--- config.mk ---
export PLATFORM = sky130hd
export DESIGN_NAME = dmem_ctrl_flat
export DESIGN_NICKNAME = d
export VERILOG_FILES = /design/src/rtl/dmem_pkg.sv /design/src/rtl/dmem_ctrl_if.sv /design/src/rtl/dmem_lane.sv /design/src/rtl/dmem_ctrl.sv /design/src/flat_wrapper.sv
export SDC_FILE = /design/constraint.sdc
export NUM_CORES = 1
export LEC_CHECK = 0
export CAP_MARGIN = 20
export CORE_MARGIN = 4
export CORE_UTILIZATION = 35
export DETAILED_ROUTE_END_ITERATION = 16
export HOLD_SLACK_MARGIN = 0.15
export PLACE_DENSITY = 0.72
export SYNTH_ARGS = -nofsm -noshare
export SYNTH_HDL_FRONTEND = slang
export SYNTH_SLANG_ARGS = --single-unit
export TNS_END_PERCENT = 10
--- constraint.sdc ---
create_clock -name clk -period 3.64 [get_ports clk]
set_input_delay 0.728 -clock clk [delete_from_list [all_inputs] [get_ports clk]]
set_output_delay 0.728 -clock clk [all_outputs]
set_load 0.02 [all_outputs]
--- src/rtl/dmem_pkg.sv ---
// Shared types and constants for the data-memory sequencing controller.
// Access size codes, FSM states, arbiter grant encoding and the alignment check.
package dmem_pkg;

   localparam logic [1:0] SZ_B = 2'b00;
   localparam logic [1:0] SZ_H = 2'b01;
   localparam logic [1:0] SZ_W = 2'b10;
   localparam logic [1:0] SZ_X = 2'b11;

   typedef enum logic [2:0] {
      S_IDLE,
      S_READ,
      S_WAIT,
      S_WRITE,
      S_LD_WR,
      S_DONE
   } state_t;

   typedef enum logic {
      GR_CPU = 1'b0,
      GR_LD  = 1'b1
   } grant_t;

   // True for accesses that must be refused without touching the BRAM.
   function automatic logic bad_access(input logic [1:0] size, input logic [1:0] lo);
      logic bad;
      case (size)
         SZ_B:    bad = 1'b0;
         SZ_H:    bad = lo[0];
         SZ_W:    bad = (lo != 2'b00);
         default: bad = 1'b1;
      endcase
      return bad;
   endfunction

endpackage

--- src/rtl/dmem_ctrl_if.sv ---
// Bus bundle between the CPU MEM stage, the UART loader, the BRAM and dmem_ctrl.
// The slave modport is the controller; master is everything around it.
interface dmem_ctrl_if #(
   parameter int ADDR_W = 14
);
   logic              cpu_req;
   logic              cpu_we;
   logic [1:0]        cpu_size;
   logic              cpu_unsigned;
   logic [31:0]       cpu_addr;
   logic [31:0]       cpu_wdata;
   logic [31:0]       cpu_rdata;
   logic              cpu_done;
   logic              cpu_err;
   logic              cpu_stall;
   logic              ld_req;
   logic [31:0]       ld_addr;
   logic [31:0]       ld_wdata;
   logic              ld_ack;
   logic [ADDR_W-1:0] mem_addr;
   logic [31:0]       mem_din;
   logic              mem_we;
   logic [31:0]       mem_dout;

   modport slave (
      input  cpu_req, cpu_we, cpu_size, cpu_unsigned, cpu_addr, cpu_wdata,
      output cpu_rdata, cpu_done, cpu_err, cpu_stall,
      input  ld_req, ld_addr, ld_wdata,
      output ld_ack,
      output mem_addr, mem_din, mem_we,
      input  mem_dout
   );

   modport master (
      output cpu_req, cpu_we, cpu_size, cpu_unsigned, cpu_addr, cpu_wdata,
      input  cpu_rdata, cpu_done, cpu_err, cpu_stall,
      output ld_req, ld_addr, ld_wdata,
      input  ld_ack,
      input  mem_addr, mem_din, mem_we,
      output mem_dout
   );

endinterface

--- src/rtl/dmem_lane.sv ---
// Byte/half lane steering: load extract with sign/zero extension, and the
// store merge used by read-modify-write for sub-word stores.
module dmem_lane
   import dmem_pkg::*;
(
   input  logic [1:0]  addr_lo,
   input  logic [1:0]  size,
   input  logic        is_unsigned,
   input  logic [31:0] mem_word,
   input  logic [31:0] wdata,
   output logic [31:0] load_val,
   output logic [31:0] merged
);

   logic [7:0]  byte_v;
   logic [15:0] half_v;

   always_comb begin
      byte_v   = mem_word[{addr_lo, 3'b000} +: 8];
      half_v   = addr_lo[1] ? mem_word[31:16] : mem_word[15:0];
      load_val = mem_word;
      merged   = mem_word;
      case (size)
         SZ_B: begin
            load_val = is_unsigned ? {24'b0, byte_v} : {{24{byte_v[7]}}, byte_v};
            merged[{addr_lo, 3'b000} +: 8] = wdata[7:0];
         end
         SZ_H: begin
            load_val = is_unsigned ? {16'b0, half_v} : {{16{half_v[15]}}, half_v};
            if (addr_lo[1]) merged[31:16] = wdata[15:0];
            else            merged[15:0]  = wdata[15:0];
         end
         SZ_W: begin
            merged = wdata;
         end
         default: begin
         end
      endcase
   end

endmodule

--- src/rtl/dmem_ctrl.sv ---
// Sequences CPU loads/stores and UART loader writes onto a single-port,
// synchronous-read BRAM, with one-bit round-robin arbitration between them.
module dmem_ctrl
   import dmem_pkg::*;
#(
   parameter int ADDR_W = 14
) (
   input logic        clk,
   input logic        rst,
   dmem_ctrl_if.slave bus
);

   localparam int AW2 = ADDR_W + 2;

   state_t        state_q, state_d;
   grant_t        grant_q, grant_d;
   logic [AW2-1:0] addr_q, addr_d;
   logic [31:0]   data_q, data_d;
   logic [1:0]    size_q, size_d;
   logic          we_q, we_d;
   logic          uns_q, uns_d;
   logic [31:0]   rdata_q, rdata_d;
   logic          err_q, err_d;

   logic [31:0]   load_val;
   logic [31:0]   merged;
   logic          pick_ld;
   logic          done;

   dmem_lane u_lane (
      .addr_lo     (addr_q[1:0]),
      .size        (size_q),
      .is_unsigned (uns_q),
      .mem_word    (bus.mem_dout),
      .wdata       (data_q),
      .load_val    (load_val),
      .merged      (merged)
   );

   always_ff @(posedge clk or posedge rst) begin
      if (rst) begin
         state_q <= S_IDLE;
         grant_q <= GR_CPU;
         addr_q  <= '0;
         data_q  <= '0;
         size_q  <= SZ_B;
         we_q    <= 1'b0;
         uns_q   <= 1'b0;
         rdata_q <= '0;
         err_q   <= 1'b0;
      end else begin
         state_q <= state_d;
         grant_q <= grant_d;
         addr_q  <= addr_d;
         data_q  <= data_d;
         size_q  <= size_d;
         we_q    <= we_d;
         uns_q   <= uns_d;
         rdata_q <= rdata_d;
         err_q   <= err_d;
      end
   end

   always_comb begin
      state_d = state_q;
      grant_d = grant_q;
      addr_d  = addr_q;
      data_d  = data_q;
      size_d  = size_q;
      we_d    = we_q;
      uns_d   = uns_q;
      rdata_d = rdata_q;
      err_d   = err_q;
      pick_ld = 1'b0;
      case (state_q)
         S_IDLE: begin
            // On a tie the loader wins only if the CPU had the last grant.
            pick_ld = bus.ld_req & (~bus.cpu_req | (grant_q == GR_CPU));
            if (pick_ld) begin
               grant_d = GR_LD;
               addr_d  = bus.ld_addr[AW2-1:0];
               data_d  = bus.ld_wdata;
               state_d = S_LD_WR;
            end else if (bus.cpu_req) begin
               grant_d = GR_CPU;
               addr_d  = bus.cpu_addr[AW2-1:0];
               data_d  = bus.cpu_wdata;
               size_d  = bus.cpu_size;
               we_d    = bus.cpu_we;
               uns_d   = bus.cpu_unsigned;
               err_d   = 1'b0;
               if (bad_access(bus.cpu_size, bus.cpu_addr[1:0])) begin
                  err_d   = 1'b1;
                  rdata_d = '0;
                  state_d = S_DONE;
               end else if (bus.cpu_we && (bus.cpu_size == SZ_W)) begin
                  state_d = S_WRITE;
               end else begin
                  state_d = S_READ;
               end
            end
         end
         S_READ: state_d = S_WAIT;
         S_WAIT: begin
            if (we_q) begin
               data_d  = merged;
               state_d = S_WRITE;
            end else begin
               rdata_d = load_val;
               state_d = S_DONE;
            end
         end
         S_WRITE: state_d = S_DONE;
         S_LD_WR: state_d = S_IDLE;
         S_DONE:  state_d = S_IDLE;
         default: state_d = S_IDLE;
      endcase
   end

   // BRAM signals come only from state and registered operands, so reset kills a write at once.
   assign done          = (state_q == S_DONE);
   assign bus.cpu_done  = done;
   assign bus.cpu_err   = done & err_q;
   assign bus.cpu_rdata = rdata_q;
   assign bus.cpu_stall = bus.cpu_req & ~done;
   assign bus.ld_ack    = (state_q == S_LD_WR);
   assign bus.mem_addr  = addr_q[AW2-1:2];
   assign bus.mem_din   = data_q;
   assign bus.mem_we    = (state_q == S_WRITE) | (state_q == S_LD_WR);

endmodule
--- src/flat_wrapper.sv ---
// flat-port wrapper written by rule: the top's interface ports become plain ports
module dmem_ctrl_flat import dmem_pkg::*;
#(
   parameter int ADDR_W = 14
)
  (clk, rst, bus_cpu_req, bus_cpu_we, bus_cpu_size, bus_cpu_unsigned, bus_cpu_addr, bus_cpu_wdata, bus_cpu_rdata, bus_cpu_done, bus_cpu_err, bus_cpu_stall, bus_ld_req, bus_ld_addr, bus_ld_wdata, bus_ld_ack, bus_mem_addr, bus_mem_din, bus_mem_we, bus_mem_dout);
  dmem_ctrl_if #(.ADDR_W(ADDR_W)) bus_i ();
  input logic clk;
  input logic rst;
  input wire logic [$bits(bus_i.cpu_req)-1:0] bus_cpu_req;
  input wire logic [$bits(bus_i.cpu_we)-1:0] bus_cpu_we;
  input wire logic [$bits(bus_i.cpu_size)-1:0] bus_cpu_size;
  input wire logic [$bits(bus_i.cpu_unsigned)-1:0] bus_cpu_unsigned;
  input wire logic [$bits(bus_i.cpu_addr)-1:0] bus_cpu_addr;
  input wire logic [$bits(bus_i.cpu_wdata)-1:0] bus_cpu_wdata;
  output wire logic [$bits(bus_i.cpu_rdata)-1:0] bus_cpu_rdata;
  output wire logic [$bits(bus_i.cpu_done)-1:0] bus_cpu_done;
  output wire logic [$bits(bus_i.cpu_err)-1:0] bus_cpu_err;
  output wire logic [$bits(bus_i.cpu_stall)-1:0] bus_cpu_stall;
  input wire logic [$bits(bus_i.ld_req)-1:0] bus_ld_req;
  input wire logic [$bits(bus_i.ld_addr)-1:0] bus_ld_addr;
  input wire logic [$bits(bus_i.ld_wdata)-1:0] bus_ld_wdata;
  output wire logic [$bits(bus_i.ld_ack)-1:0] bus_ld_ack;
  output wire logic [$bits(bus_i.mem_addr)-1:0] bus_mem_addr;
  output wire logic [$bits(bus_i.mem_din)-1:0] bus_mem_din;
  output wire logic [$bits(bus_i.mem_we)-1:0] bus_mem_we;
  input wire logic [$bits(bus_i.mem_dout)-1:0] bus_mem_dout;
  assign bus_i.cpu_req = bus_cpu_req;
  assign bus_i.cpu_we = bus_cpu_we;
  assign bus_i.cpu_size = bus_cpu_size;
  assign bus_i.cpu_unsigned = bus_cpu_unsigned;
  assign bus_i.cpu_addr = bus_cpu_addr;
  assign bus_i.cpu_wdata = bus_cpu_wdata;
  assign bus_cpu_rdata = bus_i.cpu_rdata;
  assign bus_cpu_done = bus_i.cpu_done;
  assign bus_cpu_err = bus_i.cpu_err;
  assign bus_cpu_stall = bus_i.cpu_stall;
  assign bus_i.ld_req = bus_ld_req;
  assign bus_i.ld_addr = bus_ld_addr;
  assign bus_i.ld_wdata = bus_ld_wdata;
  assign bus_ld_ack = bus_i.ld_ack;
  assign bus_mem_addr = bus_i.mem_addr;
  assign bus_mem_din = bus_i.mem_din;
  assign bus_mem_we = bus_i.mem_we;
  assign bus_i.mem_dout = bus_mem_dout;
  dmem_ctrl #(.ADDR_W(ADDR_W)) u_core (.clk(clk), .rst(rst), .bus(bus_i));
endmodule
======== After elaboration in Yosys (flattened, before gate mapping) ========
Cells that the tools add are included.
storage, ports and cells
  flip-flop bits (word level) ............. 89
  word-level logic and storage cells ...... 84
  input bits .............................. 168
cells by class
  equality and inequality tests ........... 17
  shift-type cells ........................ 3
  add/subtract/negate cells ............... 1
  multiplexer cells ....................... 32
  bitwise operators ....................... 9
  reductions and logical operators ........ 12
operators with widths
  cell                    number
  $mux 32                 9
  $pmux 32 s2             3
  $pmux 32 s3             1
  $mux 16                 5
  $bwmux 32               1
  $shift 8x7->32 const A  1
  $shiftx 32x6->8         1
  $shiftx 8x7->32         1
  $mux 3                  4
  $pmux 3 s4              1
  $reduce_and 5->1        2
  $ne 2x2->1 const B      4
  $neg 5->7               1
  $eq 3x2->1 const B      2
  $eq 3x3->1 const B      2
  $mux 1                  6
  $ne 3x2->1 const B      2
  $reduce_bool 2->1       3
  $eq 2x1->1 const B      2
  $eq 2x2->1 const B      2
  $logic_not 2->1         2
  $ne 2x1->1 const B      2
  $not 1->1               4
  $reduce_and 4->1        1
  other kinds (9)         12

======== Depth between registers and ports, before layout ========
Gate-level depths: netlist of the first run.
  word-level depth ........................ 9
  depth in mapped cells ................... 9
  mapped depth without buffers ............ 7

======== Modules after synthesis ========
From an unflattened synthesis of the first run, not the netlist that was laid out.
second synthesis, totals
  cells, all modules ...................... 807
  area total of the unflattened synthesis .. 6622.6 um^2
modules (own cells, without submodules)
  module     seq. area each (um^2)  cells an instance  instances  area an instance (um^2)
  dmem_ctrl  2227.1                 508                1          4436.8
  dmem_lane  0.0                    299                1          2185.8

======== Least setup slack after synthesis of the first run ========
OpenSTA, ideal clock, no wires.
  path type ............................... register to register
  start point ............................. register u_core.addr_q[0]
  end point ............................... register u_core.data_q[16], in the netlist u_core.bus.mem_din[16]
  stages on the path, launching flop included .. 9
  data arrival time ....................... 2221 ps
  path buffers ............................ 1
  setup slack ............................. 1336 ps
  library setup time ...................... 83 ps
  path through ............................ dfrtp_1 -> clkinv_1 -> clkbuf_1 -> ha_1 -> nor3b_1 -> nand3_1 -> a21oi_1 -> a2111oi_0 -> o21ai_0
between the ends
  cells in the longest elaborated chain, start to end .. 6
  elaborated cells between the ends (all ways) .. 7
  classes of those cells .................. add/sub (1); shift (2); mux (4)
ends and longest elaborated chain
  element                                                   line              RTL
  start: declaration                                        dmem_ctrl.sv:17   logic [AW2-1:0] addr_q, addr_d;
  start signal: assignment                                  dmem_ctrl.sv:54   addr_q <= addr_d;
  $neg 5->7 *                                               dmem_lane.sv:26   merged[{addr_lo, 3'b000} +: 8] = wdata[7:0];
  $shiftx 8x7->32 / $shift 8x7->32 (equally long branches)  dmem_lane.sv:26
  $bwmux 32 *                                               dmem_lane.sv:26
  $pmux 32 s3 *                                             dmem_lane.sv:23   case (size)
  $mux 32 *                                                 dmem_ctrl.sv:105  if (we_q) begin
  $pmux 32 s2 *                                             dmem_ctrl.sv:75   case (state_q)
  end signal: assignment                                    dmem_ctrl.sv:55   data_q <= data_d;
  end: declaration                                          dmem_ctrl.sv:18   logic [31:0] data_q, data_d;
Mark *: on every way between the ends. The rest lies on a longest branch, timed or not. The select of a mux whose other input is x is not followed.
A chain may end at the register's enable or synchronous reset.

======== Final worst setup path of the first run ========
  start point ............................. register u_core.addr_q[0]
  end point ............................... register u_core.data_q[18], in the netlist u_core.bus.mem_din[18]
The elaborated chain is that of the path after synthesis.

==> results.md, run 1 <==
- Run status: complete, no violations
- Number of warning messages in the yosys log: 0
- Leakage power: 3.34 nW
- Cell taking the most area after synthesis: dfrtp_1
- Slew of the pin with the lowest slew margin: 1070 ps
- Critical Path RT: 3910 ps
- Count of different cell masters after synthesis: 52
- Clock transition at the register clock pins on the worst setup and hold paths after CTS: 70 ps
- Pre-Repair DR Iteration Count: 5
- Prevailing post-synth register cell: dfrtp_1
- Horizontal extent of the die: 137 um
- Post-route fraction of the period consumed by the critical path: 0.845
- Pins Over Slew Limit: 0
- Highest clock frequency the design can meet: roughly 320 MHz
- H-tree lvl count: 3
- Fraction of final layout cells with drive strength greater than 1: 0.0953
- Unrepaired setup endpoints after global routing: false
- Type of the most critical hold path: register to register
- Design internal power: 4.05 mW
- Total Die Area: between 15000 and 20000 sq um
- Number of global-route vias before repair: 5433
- Average detailed-routed wire length per instance: 19.1 um
- Max_slew headroom: 0.284
- Total overflow reported by the global router: 0
- Total cell area at the placement stage: 8090 sq um
- Top cell type's share of synthesized area: 0.380
- CP startpoint kind: register
- Number of flops mapped to enable cells by yosys: 0
- Routed vias/inst: 5.49
- Post-synth net total: between 800 and 900
- Placer Congestion: 0.888
- Number of diodes added for antenna fixing: 0
- Largest buffer count on any clock path: 2
- Max rail drop VDD: 0.000356 V
- Worst Clk Skew: 4.81 ps
- # DRC: 0
- Setup crit end kind: register
- Number of sinks driven by the clock tree: 89
- Biggest fanout along the worst timing path: 13
- Count of antenna-violating nets left after detailed routing: 0
- CTS root buf: clkbuf_16
- Routed WL: 20700 um
- Hold_buf cts: 0
- Areal power density over the cells: 862 nW/um^2
- Count of state elements after synthesis: between 80 and 90
- Std-Cell Core Area: 16500 sq um
- Post-layout nets: 1028
- Ports: between 200 and 300
- Vias: 5934
- Count of input and output buffers: ~220
- Initial cell density of the core: 0.355
- MaxCap Viol Count: 0
- Clock tree from TritonCTS: yes
- Number of DRC violations after detailed-routing iteration 0: 467
- # Post-CTS Setup Buffers: 0
- Total GRT Usage: 0.213
- Y dimension of the die: 137 um
- Clk pwr share: 0.142
- Sum of negative setup slack: 0 ps
- Main area contributors after synthesis: dfrtp_1 38%, nand2_1 8.6%, mux2_2 3.5%
- Net switching power of the design: between 3 and 4 mW
- Number of rows created at floorplan: 47
- Kind of critical path: register to register
- Initial antenna violation count: 0
- Critical path arrival: about 3400 ps
- Setup violators final: 0
- Final hold violation count: 0
- Area of all placed cells without fillers: about 8400 sq um
- Post-detail-place hpwl: between 15000 and 20000 um
- Source-to-sink clock delay at the later pin of the worst-skew pair: 350 ps
- Part of the Yosys area used for sequential elements: 0.380
- Number of gates resized after CTS: 0
- Average instance area after synthesis: 8.66 sq um
- Number of clock buffers inserted by TritonCTS: 9
- Post-synthesis cell count: a little under 700
- Largest net degree at the start of global routing: 59
- Post-synthesis instance area: 5870 sq um
- Layout fillers: 1562
- Growth of design area from synthesis to finish: 43.4%
- Min Clock Period, post-route: 3080 ps
- Switching part of the total power: 0.441
- Combinational power share: 0.593
- Register share of total power: 0.265
- Async SR Flop Fraction: 1.00
- Global-route wire length before repair: between 30000 and 40000 um
cell usage after synthesis, types with 15 or more instances:
library cell  number
nand2_1          134
nor2_1            33
a221oi_1          18
clkbuf_1          30
a21oi_1           25
mux2i_1           19
nand2b_1          27
a31oi_1           27
buf_2             15
a221o_1           16
buf_4             17
nor2b_1           20
nand3_1           17
o21ai_0           39
mux2_2            18
dfrtp_1           89
worst paths after layout:
kind                                            endpoint  depth (start not counted)                   start  slack (ps)
worst max-delay path              u_core.bus.mem_din[18]                          7        u_core.addr_q[0]         560
max in group asynchronous       u_core.bus.cpu_rdata[24]                          3                     rst        2140
worst min register to register    u_core.bus.mem_din[19]                          2  u_core.bus.mem_din[19]         480
worst min-delay path              u_core.bus.mem_din[19]                          2  u_core.bus.mem_din[19]         480
worst max register to register    u_core.bus.mem_din[18]                          7        u_core.addr_q[0]         560
min in group asynchronous                   u_core.err_q                          2                     rst         820
layout by cell type (no fill, tap or decap), types with 19 or more instances in the layout:
cell	n
nand2_1	134
mux2i_1	19
o21ai_0	39
a21oi_1	25
nand2b_1	27
clkdlybuf4s50_1	218
a31oi_1	27
dfrtp_1	89
nor2_1	33
nor2b_1	19
logic make-up (layout without fill, tap and decap cells):
group | Yosys count | in the layout | share of synthesized area
mux | 39 | 39 | 0.0721
compound gates | 210 | 210 | 0.262
flops | 89 | 89 | 0.380
buf+inv | 81 | 263 | 0.0738
simple gates | 254 | 254 | 0.202
fa+ha+maj | 5 | 5 | 0.0107
through the flow:
step | hold slack, ps | setup slack [ps] | instances | total power, mW | util
floorplan | 442 | 605 | 678 | 4.72 | -
global placement | 461 | 803 | 1064 | 6.17 | 0.489
detailed placement | 470 | 731 | 1064 | 6.24 | 0.489
CTS | 484 | 689 | 1080 | 7.29 | 0.509
global route | 499 | 375 | 1080 | 7.76 | 0.509
finish | 481 | 563 | 1080 | 7.25 | 0.509
power groups by stage:
stage	clock network, mW	registers [mW]	logic, mW
finish	1.03	1.92	4.30
global route	1.10	1.99	4.67
CTS	1.05	1.92	4.32
detailed placement	0	1.93	4.31
global placement	0	1.91	4.27
floorplan	0	2.21	2.51
final cells by class:
| cell class | count | area [sq um] | area share |
|---|---|---|---|
| Clock buffer | 10 | 239 | 0.0284 |
| Clock inverter | 6 | 88.8 | 0.0106 |
| Inverter | 11 | 43.8 | 0.00520 |
| Multi-Input combinational cell | 508 | 3210 | 0.382 |
| Sequential cell | 89 | 2230 | 0.265 |
| Tap cell | 220 | 275 | 0.0327 |
| Timing Repair Buffer | 236 | 2330 | 0.277 |
layer usage:
metal	vias to the layer above	wire, um	GRT usage
met5	-	0	0
met4	0	314	0.0510
met3	22	2310	0.0785
met1	2815	8510	0.277
li1	2812	-	-
met2	285	9540	0.338
flip-flops by register name, summed over array words and instances (netlist names):
| name | count |
|---|---|
| u_core.addr_q | 16 |
| u_core.bus.cpu_rdata | 32 |
| u_core.bus.mem_din | 32 |
| u_core.err_q | 1 |
| u_core.grant_q | 1 |
| u_core.size_q | 2 |
| u_core.state_q | 3 |
| u_core.uns_q | 1 |
| u_core.we_q | 1 |
worst max-delay path: stages, from the launching register on:
cell and delay (ps):
dfrtp_1 630, clkinv_1 340, ha_1 470, nor3b_1 890
nand3_1 180, a21oi_1 170, a2111oi_0 110, o21ai_0 200
Power figures use the tool's default switching activity.
==> run 2, diff against run 1 <==
Clock period 3.64 ns to 2.9 ns, I/O delays scaled along.
==> run 2 against run 1 <==
Effect of this change:
- global-route usage rose by 0.50 points
- worst hold slack worse by 2.9 ps
- via count is 1.8% higher
- core utilization is 0.27 points higher
- total power rose by 24%
- critical path type is now register to primary output
- largest power group unchanged
==> results.md, run 2 (synthesis results as in run 1) <==
- MaxCap Viol Count: 0
- Number of global-route vias before repair: approximately 5600
- Count of antenna-violating nets left after detailed routing: 0
- Average detailed-routed wire length per instance: 19.4 um
- Largest buffer count on any clock path: 2
- Largest net degree at the start of global routing: 43
- Final hold violation count: 0
- Type of the most critical hold path: register to register
- Number of stages on the worst hold path: 2
- Min-Delay Startpoint: u_core.bus.mem_din[18]
- Most frequent standard cell in the layout excluding fill and tap cells: clkdlybuf4s50_1
- Biggest fanout along the worst timing path: 7
- Sum of negative setup slack: 0 ps
- Max rail drop VDD: 0.000533 V
- Critical path arrival: between 2000 and 2500 ps
- Highest clock frequency the design can meet: 376 MHz
- Total overflow reported by the global router: 0
- Kind of critical path: register to primary output
- Number of sinks driven by the clock tree: 89
- Initial antenna violation count: 0
- Routed WL: around 21000 um
- # DRC: 0
- Leakage power: 3.37 nW
- Number of diodes added for antenna fixing: 0
- Worst Clk Skew: 9.09 ps
- Min Clock Period, post-route: 2660 ps
- Number of DRC violations after detailed-routing iteration 0: 444
- Fraction of final layout cells with drive strength greater than 1: 0.102
- Worst R2R Setup Slack: 290 ps
- # Post-CTS Setup Buffers: 0
- Final core area utilization: 0.512
- Post-route fraction of the period consumed by the critical path: 0.918
- Initial cell density of the core: 0.355
- Number of gates resized after CTS: 0
- Run status: complete, no violations
- Pre-Repair DR Iteration Count: 5
- Clock tree from TritonCTS: yes
- Pins Over Slew Limit: 0
- Hold_buf cts: 0
- Max_slew headroom: 0.380
- Source-to-sink clock delay at the later pin of the worst-skew pair: 350 ps
- Y dimension of the die: 137 um
- Unrepaired setup endpoints after global routing: false
- Routed vias/inst: 5.55
- Areal power density over the cells: 1070 nW/um^2
- Horizontal extent of the die: roughly 140 um
- Total Die Area: 18900 sq um
- Setup crit end kind: primary output
- Clock transition at the register clock pins on the worst setup and hold paths after CTS: ~70 ps
- Post-layout nets: 1037
- Std-Cell Core Area: 16500 sq um
- Worst hold endpoint: u_core.bus.mem_din[18]
- Slew of the pin with the lowest slew margin: slightly above 900 ps
- Number of clock buffers inserted by TritonCTS: 9
- Number of rows created at floorplan: 47
- Vias: 6043
- R2R depth: 8
- Growth of design area from synthesis to finish: 44.2%
- Count of input and output buffers: 218
- Terminus of the critical flop-to-flop path: u_core.bus.mem_din[21]
- CTS root buf: clkbuf_16
- Ports: 251
- Worst flop-to-flop path startpoint: u_core.addr_q[0]
- Critical Path RT: 2320 ps
- H-tree lvl count: 3
- Post-detail-place hpwl: around 16000 um
- Global-route wire length before repair: 31500 um
- Placer Congestion: 0.890
- Setup violators final: 0
- CP startpoint kind: register
- Total GRT Usage: 0.218
- Most frequent cells in the layout: 218 x clkdlybuf4s50_1, 134 x nand2_1, 89 x dfrtp_1, 39 x o21ai_0, 33 x nor2_1
run 2: through the flow:
step	total power [mW]	cell area (sq um)	instances	hold slack, ps	worst slack (ps)
4_1_cts	9.08	8460	1089	488	99.2
6_report	9.03	8460	1089	478	237
2_1_floorplan	5.93	5870	678	442	13.1
3_3_place_gp	7.84	8180	1073	460	364
3_5_place_dp	7.92	8180	1073	467	302
5_1_grt	9.66	8460	1089	506	29.8
run 2: worst max-delay path, stage by stage, from the launching register on:
cell and delay [ps]:
dfrtp_1 510, inv_1 120, nor3b_2 310, and2_1 170
clkdlybuf4s50_1 620
run 2: worst max-delay path by stage:
| stage | from | end | slack, ps | cells past startpoint |
|---|---|---|---|---|
| after floorplan | rst | u_core.addr_q[0] | 10 | 1 |
| after global placement | u_core.addr_q[0] | u_core.bus.mem_din[21] | 360 | 8 |
| after detailed placement | u_core.addr_q[1] | u_core.bus.mem_din[18] | 300 | 6 |
| after CTS | u_core.state_q[0] | bus_cpu_err | 100 | 4 |
| after global routing | u_core.addr_q[1] | u_core.bus.mem_din[18] | 30 | 6 |
| final | u_core.state_q[0] | bus_cpu_err | 240 | 4 |
run 2: final cells by class:
| cell class | count | area [sq um] |
|---|---|---|
| flip-flops and latches | 89 | 2230 |
| inverters | 11 | 43.8 |
| repair buffers | 245 | 2420 |
| clock inverters | 3 | 25.0 |
| clock buffers | 13 | 250 |
| multi-input cells | 508 | 3220 |
| fillers | 1560 | 8060 |
| well taps | 220 | 275 |
run 2: where the power goes:
group | switching (mW) | internal, mW
Combinational | 3.04 | 2.52
Clock | 0.520 | 0.611
Sequential | 0.476 | 1.86
run 2: metal layers:
metal  vias to the layer above  share of wire  track usage
li1                       2832              -            -
met1                      2892           0.40        0.272
met2                       290           0.46        0.352
met3                        29           0.11       0.0723
met4                         0          0.022       0.0809
met5                         -              0            0
